**src/rtl/dmem_ctrl.sv**
```systemverilog
// Data-memory access controller: turns a pipeline load/store into a single
// bus transaction, stalls the pipeline while it is outstanding, and aligns load data.
module dmem_ctrl #(
    parameter int TIMEOUT = 255
) (
    input  logic        clk,
    input  logic        rst,
    input  logic        mem_read,
    input  logic        mem_write,
    input  logic [31:0] addr,
    input  logic [31:0] wdata,
    input  logic [1:0]  size,
    input  logic        load_unsigned,
    output logic        stall,
    output logic        bus_req,
    output logic        bus_we,
    output logic [31:0] bus_addr,
    output logic [3:0]  bus_be,
    output logic [31:0] bus_wdata,
    input  logic [31:0] bus_rdata,
    input  logic        bus_ack,
    output logic [31:0] mem_data_out,
    output logic        misalign_exc,
    output logic        bus_err
);

    localparam int CW = (TIMEOUT > 1) ? $clog2(TIMEOUT) : 1;
    localparam logic [CW-1:0] WAIT_LAST = CW'(TIMEOUT - 1);

    typedef enum logic [1:0] {IDLE, BUSY, DONE} state_t;

    state_t        state;
    logic [CW-1:0] wait_cnt;
    logic [1:0]    acc_size;
    logic [1:0]    acc_offset;
    logic          acc_unsigned;

    logic        align_ok;
    logic        legal;
    logic        accept;
    logic [3:0]  be_next;
    logic [31:0] wdata_next;
    logic [31:0] load_data;

    always_comb begin
        align_ok = 1'b0;
        case (size)
            2'b00:   align_ok = 1'b1;
            2'b01:   align_ok = ~addr[0];
            2'b10:   align_ok = (addr[1:0] == 2'b00);
            default: align_ok = 1'b0;
        endcase
    end

    assign legal        = (mem_read ^ mem_write) & align_ok;
    assign accept       = (state == IDLE) & legal;
    assign misalign_exc = (state == IDLE) & (mem_read | mem_write) & ~legal;
    assign stall        = accept | (state == BUSY);

    always_comb begin
        be_next    = 4'b1111;
        wdata_next = wdata;
        case (size)
            2'b00: begin
                be_next    = 4'b0001 << addr[1:0];
                wdata_next = {4{wdata[7:0]}};
            end
            2'b01: begin
                be_next    = addr[1] ? 4'b1100 : 4'b0011;
                wdata_next = {2{wdata[15:0]}};
            end
            default: begin
                be_next    = 4'b1111;
                wdata_next = wdata;
            end
        endcase
    end

    // Lane selection uses the offset captured at accept time, not the live address.
    always_comb begin
        load_data = bus_rdata;
        case (acc_size)
            2'b00: begin
                load_data[7:0]  = bus_rdata[{acc_offset, 3'b000} +: 8];
                load_data[31:8] = acc_unsigned ? 24'h0 : {24{load_data[7]}};
            end
            2'b01: begin
                load_data[15:0]  = bus_rdata[{acc_offset[1], 4'b0000} +: 16];
                load_data[31:16] = acc_unsigned ? 16'h0 : {16{load_data[15]}};
            end
            default: load_data = bus_rdata;
        endcase
    end

    always_ff @(posedge clk or posedge rst) begin
        if (rst) begin
            state        <= IDLE;
            wait_cnt     <= '0;
            bus_req      <= 1'b0;
            bus_we       <= 1'b0;
            bus_addr     <= 32'h0;
            bus_be       <= 4'h0;
            bus_wdata    <= 32'h0;
            mem_data_out <= 32'h0;
            bus_err      <= 1'b0;
            acc_size     <= 2'b00;
            acc_offset   <= 2'b00;
            acc_unsigned <= 1'b0;
        end else begin
            case (state)
                IDLE: begin
                    if (accept) begin
                        state        <= BUSY;
                        wait_cnt     <= '0;
                        bus_req      <= 1'b1;
                        bus_we       <= mem_write;
                        bus_addr     <= {addr[31:2], 2'b00};
                        bus_be       <= be_next;
                        bus_wdata    <= wdata_next;
                        bus_err      <= 1'b0;
                        acc_size     <= size;
                        acc_offset   <= addr[1:0];
                        acc_unsigned <= load_unsigned;
                    end
                end
                BUSY: begin
                    // An ack in the final wait cycle takes priority over the timeout.
                    if (bus_ack) begin
                        state   <= DONE;
                        bus_req <= 1'b0;
                        if (!bus_we) begin
                            mem_data_out <= load_data;
                        end
                    end else if (wait_cnt == WAIT_LAST) begin
                        state        <= DONE;
                        bus_req      <= 1'b0;
                        mem_data_out <= 32'h0;
                        bus_err      <= 1'b1;
                    end else begin
                        wait_cnt <= wait_cnt + CW'(1);
                    end
                end
                DONE: begin
                    state <= IDLE;
                end
                default: begin
                    state   <= IDLE;
                    bus_req <= 1'b0;
                end
            endcase
        end
    end

endmodule

```
**config.mk**
```make
export PLATFORM = sky130hd
export DESIGN_NAME = dmem_ctrl
export DESIGN_NICKNAME = d
export VERILOG_FILES = /design/src/rtl/dmem_ctrl.sv
export SDC_FILE = /design/constraint.sdc
export NUM_CORES = 1
export LEC_CHECK = 0
export ABC_AREA = 1
export CORE_ASPECT_RATIO = 0.7
export CORE_UTILIZATION = 49
export CTS_CLUSTER_DIAMETER = 40
export DETAILED_ROUTE_END_ITERATION = 16
export PLACE_DENSITY_LB_ADDON = 0.2
export SYNTH_ARGS = -nofsm -noshare
export SYNTH_HDL_FRONTEND = slang
export SYNTH_SLANG_ARGS = --single-unit
```
**constraint.sdc**
```tcl
create_clock -name clk -period 7.9 [get_ports clk]
set_clock_uncertainty 0.05 [all_clocks]
set_input_delay 2.37 -clock clk [delete_from_list [all_inputs] [get_ports clk]]
set_output_delay 2.37 -clock clk [all_outputs]
set_load 0.02 [all_outputs]
```
==> reports/results.ini, run 1 <==
[status]
outcome=completed

[cts]
insertion_delay_ns=0.41
clock_tree.root_cell=clkbuf_16
cts_hold_buf=0
clock_path_buffers=2
numCtsBuffers=17
cts_setup_buffers=0
cts_resized=0
clk_pin_slew_ns=0.06
clock_sinks=116
cts_tree=done
htree_num_levels=4

[cells_and_area]
layout.cells.non_filler=1127
layout-drive-gt1-share=0.06701
synthToLayoutAreaGrowth_pct=44.83
fill_cells=914
mostFrequentLayoutCell=nand2_1
fin_nets=1064
diodes=0
final_util=0.7261
final_cell_mix=369 x nand2_1, 206 x clkdlybuf4s50_1, 116 x dfrtp_1

[floorplanning]
die_w_um=132.7
start_util=0.5013
io_pins=209
rows=33
die_y_um=93.48
die-area_mm2=0.01240
coreArea_mm2=0.01169

[yosys]
async_flop_share=1.000
synth-seq-cells=116
synth_top_flop_cell=dfrtp_1
yosysWarningCount=0
synth_edf_count=0
synth_cell_types=27
netlist_instances=769
syn-cell-area_mm2=0.005858
syn_avg_cell_area_um2=7.618
ys_seq_area_frac=0.4955

[critical_path]
r2r_start=acc_size[1]
end_kind=primary output
start_kind=primary input
critPathMostFrequentCell=clkdlybuf4s50_1
critPathArrivalTime_ns=4.63
cpPeakStageDelay_ns=0.83
path_cells=clkdlybuf4s50_1 -> nor2_4 -> inv_2 -> nand2_2 -> nand3_1 -> nand2_1 -> or2_2 -> inv_1 -> clkdlybuf4s50_1
critPathSlowestCell=clkdlybuf4s50_1
criticalPathCategory=primary input to primary output
critPathLaunch=size[1]
crit_buf_inv=4
cp_max_fo=15
crit_family=buffers and inverters
required_ns=5.48

[sta]
fin_setup_tns_ns=0
fin_crit_ns=7.051
relSlewSlack=0.3672
grt_setup_unrepaired=no
setup_viol=0
fmax_mhz=141.8
fin_crit_sh=0.8925
drv_slew=0
worst_pin_slew_ns=0.9492
hold_viol=0
holdWs_ns=0.4312

[place]
hpwl_mm=12.04
dp_cells=1095
io_buffers=206
place.gp.congestion=0.8899

[power_and_ir_drop]
p_total_mw=2.894
powerDensity_mw_per_mm2=341.2
vdd_drop_max_uv=229.2
leakage_nw=4.201

[route]
wl_mm=17.20
postRouteAntennaNets=0
dr.pass1.iters=5
wirelength_met1_mm=8.111
drt-initial-drc-count=461
drc=0
post_drt_via_cell_ratio=5.075
wl_met2_mm=7.481
wl_met3_mm=1.347
top_layer_used=met4
post_drt_wl_per_cell_um=15.26
vias=5720

[global_route]
track_usage=0.2891
grt_pass1_wl_mm=27.44
antenna_found_initial=0
gr-total-overflow=0
grt_pass1_vias=5265
grt_max_degree=78

[run]
maxCapViolCount=0

[hold_path]
min_from=bus_be[1]
hp-class=flop to flop

-- sequential cells by signal, indices dropped and copies added, names as in the netlist --
name	count
bus_addr	30
bus_err	1
acc_unsigned	1
bus_we	1
bus_wdata	32
bus_be	4
acc_size	2
bus_req	1
mem_data_out	32
wait_cnt	8
acc_offset	2
state	2
-- area by class of cell --
cell class              instances  area [um2]  share of cell area
multi-input cells             578        2539              0.2992
inverters                      32       122.6             0.01445
repair buffers                212        2107              0.2483
clock buffers                  19       442.9             0.05220
well taps                     157       196.4             0.02315
clock inverters                13       173.9             0.02050
flip-flops and latches        116        2903              0.3421
-- path summary, 6_finish.rpt --
path | depth (start not counted) | slack (ns) | to
hold / removal | 2 | 0.43 | bus_be[1]
setup / recovery | 9 | 0.85 | misalign_exc
min in group asynchronous | 2 | 2.48 | bus_addr[17]
max in group asynchronous | 3 | 4.22 | bus_wdata[16]
setup reg to reg | 9 | 5.52 | mem_data_out[20]
hold reg to reg | 2 | 0.43 | bus_be[1]
-- where the power goes --
part | switching (mW) | total (mW) | internal, mW
registers | 0.145 | 0.937 | 0.793
clock network | 0.296 | 0.805 | 0.510
logic | 0.639 | 1.15 | 0.513
-- synth_stat cells, types with 3 or more instances --
library cell,instances,area [um2]
a21oi_1,45,225.2
buf_2,9,45.04
buf_4,9,67.56
buf_6,12,135.1
clkbuf_1,14,52.55
dfrtp_1,116,2903
ha_1,3,37.54
inv_1,23,86.33
inv_2,9,33.78
nand2_1,369,1385
nand2_2,4,25.02
nand3_1,61,305.3
nor2_1,14,52.55
o21ai_0,49,245.2
o21ai_1,9,45.04
o21ai_2,5,43.79
xor2_1,4,35.03
-- metal layers --
metal / GRT usage / vias up
li1: - / 2831
met1: 0.4132 / 2657
met2: 0.4123 / 212
met3: 0.09377 / 20
met4: 0.09195 / 0
met5: 0 / -
-- logic make-up (layout without fill, tap and decap cells) --
group	after synthesis	after routing	share of synthesized area
AND/OR/NAND/NOR	459	459	0.3217
other	1	2	0.0006401
flip-flops	116	116	0.4955
AO/OA/AOI/OAI	110	110	0.09803
adder cells (fa/ha/maj)	3	3	0.006408
buffers and inverters	76	276	0.07176
XOR/XNOR	4	4	0.005980
-- worst reg2reg max path, cell delays in order (launching register included) --
cell	delay, ns
dfrtp_1	0.89
inv_2	0.35
nand2_2	0.25
nor2_1	0.07
nand2_1	0.06
nand2_1	0.08
nand2_4	0.13
nand3_4	0.20
nand2_1	0.13
nand2_1	0.06
-- metrics by stage --
step           area, um2  setup WS [ns]
2_1_floorplan       5862          2.163
3_3_place_gp        7868         0.8985
3_5_place_dp        7868         0.8730
4_1_cts             8484         0.8564
5_1_grt             8484         0.7777
6_report            8484         0.8489
(Power assumes the default switching activity.)
==> run 2, diff against run 1 <==
ABC_AREA = not set   (was 1)
CORE_UTILIZATION = 48   (was 49)
==> run 2 against run 1 <==
Via count shrank 11%. Clock-buffer cell count grew 3. Combinational power grew 9%. Synthesized area shrank 6.6%. Global-route usage shrank 0.90 points. Final cell count shrank 16%. Worst setup slack gained 0.087 ns. Critical endpoint is now stall.
==> reports/results.ini, run 2 <==
[yosys]
synth_top_area_share=0.5304
synth.top_cells.by_count=168 x nand2_1, 116 x dfrtp_1, 49 x o21ai_0, 40 x a21oi_1, 35 x nor2_1
synthMostInstantiatedCell=nand2_1
yosys.area.top_type=dfrtp_1
async_flop_share=1.000
synth-seq-cells=116
synth_top_flop_cell=dfrtp_1
syn-cell-area_mm2=0.005473
netlist_instances=590
synth_edf_count=0
synth_cell_types=50
ys_seq_area_frac=0.5304
syn_avg_cell_area_um2=9.276
synth.area.top_cells=dfrtp_1 53%, nand2_1 12%, mux2i_1 5.5%
yosysWarningCount=0

[cells_and_area]
final_cell_area_mm2=0.008233
layout-drive-gt1-share=0.06281
reg.largest.list=bus_wdata (32), mem_data_out (32), bus_addr (30)
diodes=0
fill_cells=796
mostFrequentLayoutCell=clkdlybuf4s50_1
layout.cells.non_filler=949
final_cell_mix=206 x clkdlybuf4s50_1, 168 x nand2_1, 116 x dfrtp_1
synthToLayoutAreaGrowth_pct=50.43
fin_nets=891

[floorplanning]
rows=32
io_pins=209
die_w_um=129.6
die_y_um=91.34
coreArea_mm2=0.01105
start_util=0.4952
die-area_mm2=0.01184

[place]
io_buffers=206
dp_cells=918
hpwl_mm=10.89
postPlaceCellArea_mm2=0.007614
place.gp.congestion=0.8261

[route]
postRouteAntennaNets=0
wl_mm=15.65
vias=5070
drt-initial-drc-count=273
drc=0
post_drt_via_cell_ratio=5.342
dr.pass1.iters=4
post_drt_wl_per_cell_um=16.49

[cts]
htree_num_levels=4
clock_tree.root_cell=clkbuf_16
cts_tree=done
numCtsBuffers=17
clock_sinks=116
clk_pin_slew_ns=0.05
clock_path_buffers=2
insertion_delay_ns=0.40
cts_setup_buffers=0
cts_resized=0
cts_hold_buf=0

[status]
outcome=completed

[sta]
hold_viol=0
worst_pin_slew_ns=1.122
drv_slew=0
holdWs_ns=0.4206
fin_setup_tns_ns=0
fmax_mhz=143.6
setup_viol=0
relSlewSlack=0.2518
fin_crit_sh=0.8815
fin_crit_ns=6.964
grt_setup_unrepaired=no

[critical_path]
criticalPathCategory=primary input to primary output
end_kind=primary output
cp_max_fo=6
start_kind=primary input
critPathLaunch=addr[0]
required_ns=5.48
r2r_start=acc_size[1]
critPathArrivalTime_ns=4.54

[global_route]
grt_pass1_vias=4961
grt_max_degree=68
track_usage=0.2800
grt_pass1_wl_mm=25.48
antenna_found_initial=0
gr-total-overflow=0

[power_and_ir_drop]
p_total_mw=3.039
vdd_drop_max_uv=190.8
leakage_nw=3.659
powerDensity_mw_per_mm2=369.1

[run]
maxCapViolCount=0

[hold_path]
hp-class=flop to flop
min_from=bus_addr[4]

-- run 2: final timing paths --
| path | slack (ns) | depth (start not counted) | end |
|---|---|---|---|
| worst max-delay path | 0.94 | 5 | stall |
| worst min-delay path | 0.42 | 2 | bus_addr[4] |
| worst max register to register | 5.47 | 4 | mem_data_out[8] |
| worst min register to register | 0.42 | 2 | bus_addr[4] |
| max in group asynchronous | 4.15 | 3 | bus_addr[15] |
| min in group asynchronous | 2.37 | 2 | bus_wdata[30] |
-- run 2: final cells by class --
| cell class | count | area (um2) | area share |
|---|---|---|---|
| clock buffer | 22 | 494.2 | 0.06003 |
| clock inverter | 9 | 125.1 | 0.01520 |
| inverter | 9 | 36.28 | 0.004407 |
| multi-input combinational | 428 | 2376 | 0.2886 |
| sequential | 116 | 2903 | 0.3526 |
| tap | 153 | 191.4 | 0.02325 |
| timing repair buffer | 212 | 2107 | 0.2559 |
-- run 2: metal layers --
metal | part of all wire | wire length (um) | global-route usage | up-vias
met5 | 0 | 0 | 0 | -
met4 | 0.019 | 301 | 0.1056 | 0
met3 | 0.090 | 1411 | 0.07661 | 22
met2 | 0.46 | 7200 | 0.4300 | 231
met1 | 0.43 | 6732 | 0.3774 | 2402
li1 | - | - | - | 2415
-- run 2: power breakdown --
part           internal, mW  leakage [nW]  switching [mW]
clock network         0.534         0.304           0.263
registers             0.819          1.46           0.169
logic                 0.590          1.90           0.664
-- run 2: metrics by stage --
stage / setup WS [ns] / util
after CTS: 0.9513 / 0.7450
after global routing: 0.8080 / 0.7450
final: 0.9358 / 0.7450
after detailed placement: 1.007 / 0.6890
after global placement: 1.044 / 0.6890
after floorplan: 2.147 / -
-- run 2: worst max-delay path, cell delays in order --
cell	delay [ns]
clkdlybuf4s50_1	0.49
nor3_1	0.52
o21ai_0	0.27
a21oi_1	0.22
clkdlybuf4s50_1	0.67
-- run 2: logic make-up (layout without fill, tap and decap cells) --
family | Yosys count | count (layout) | synth area share
flops | 116 | 116 | 0.5304
mux | 33 | 33 | 0.06104
fa+ha+maj | 3 | 3 | 0.006859
other cells | 1 | 2 | 0.0006852
compound gates | 143 | 143 | 0.1669
buf+inv | 47 | 252 | 0.03909
xor+xnor | 2 | 2 | 0.003201
simple gates | 245 | 245 | 0.1918
==> run 3, diff against run 2 <==
CTS_CLUSTER_SIZE = 30   (was not set)
GPL_ROUTABILITY_DRIVEN = 0   (was not set)
==> results of run 3 <==
Same layout as run 2: the final DEF is identical, and so are final timing and power.
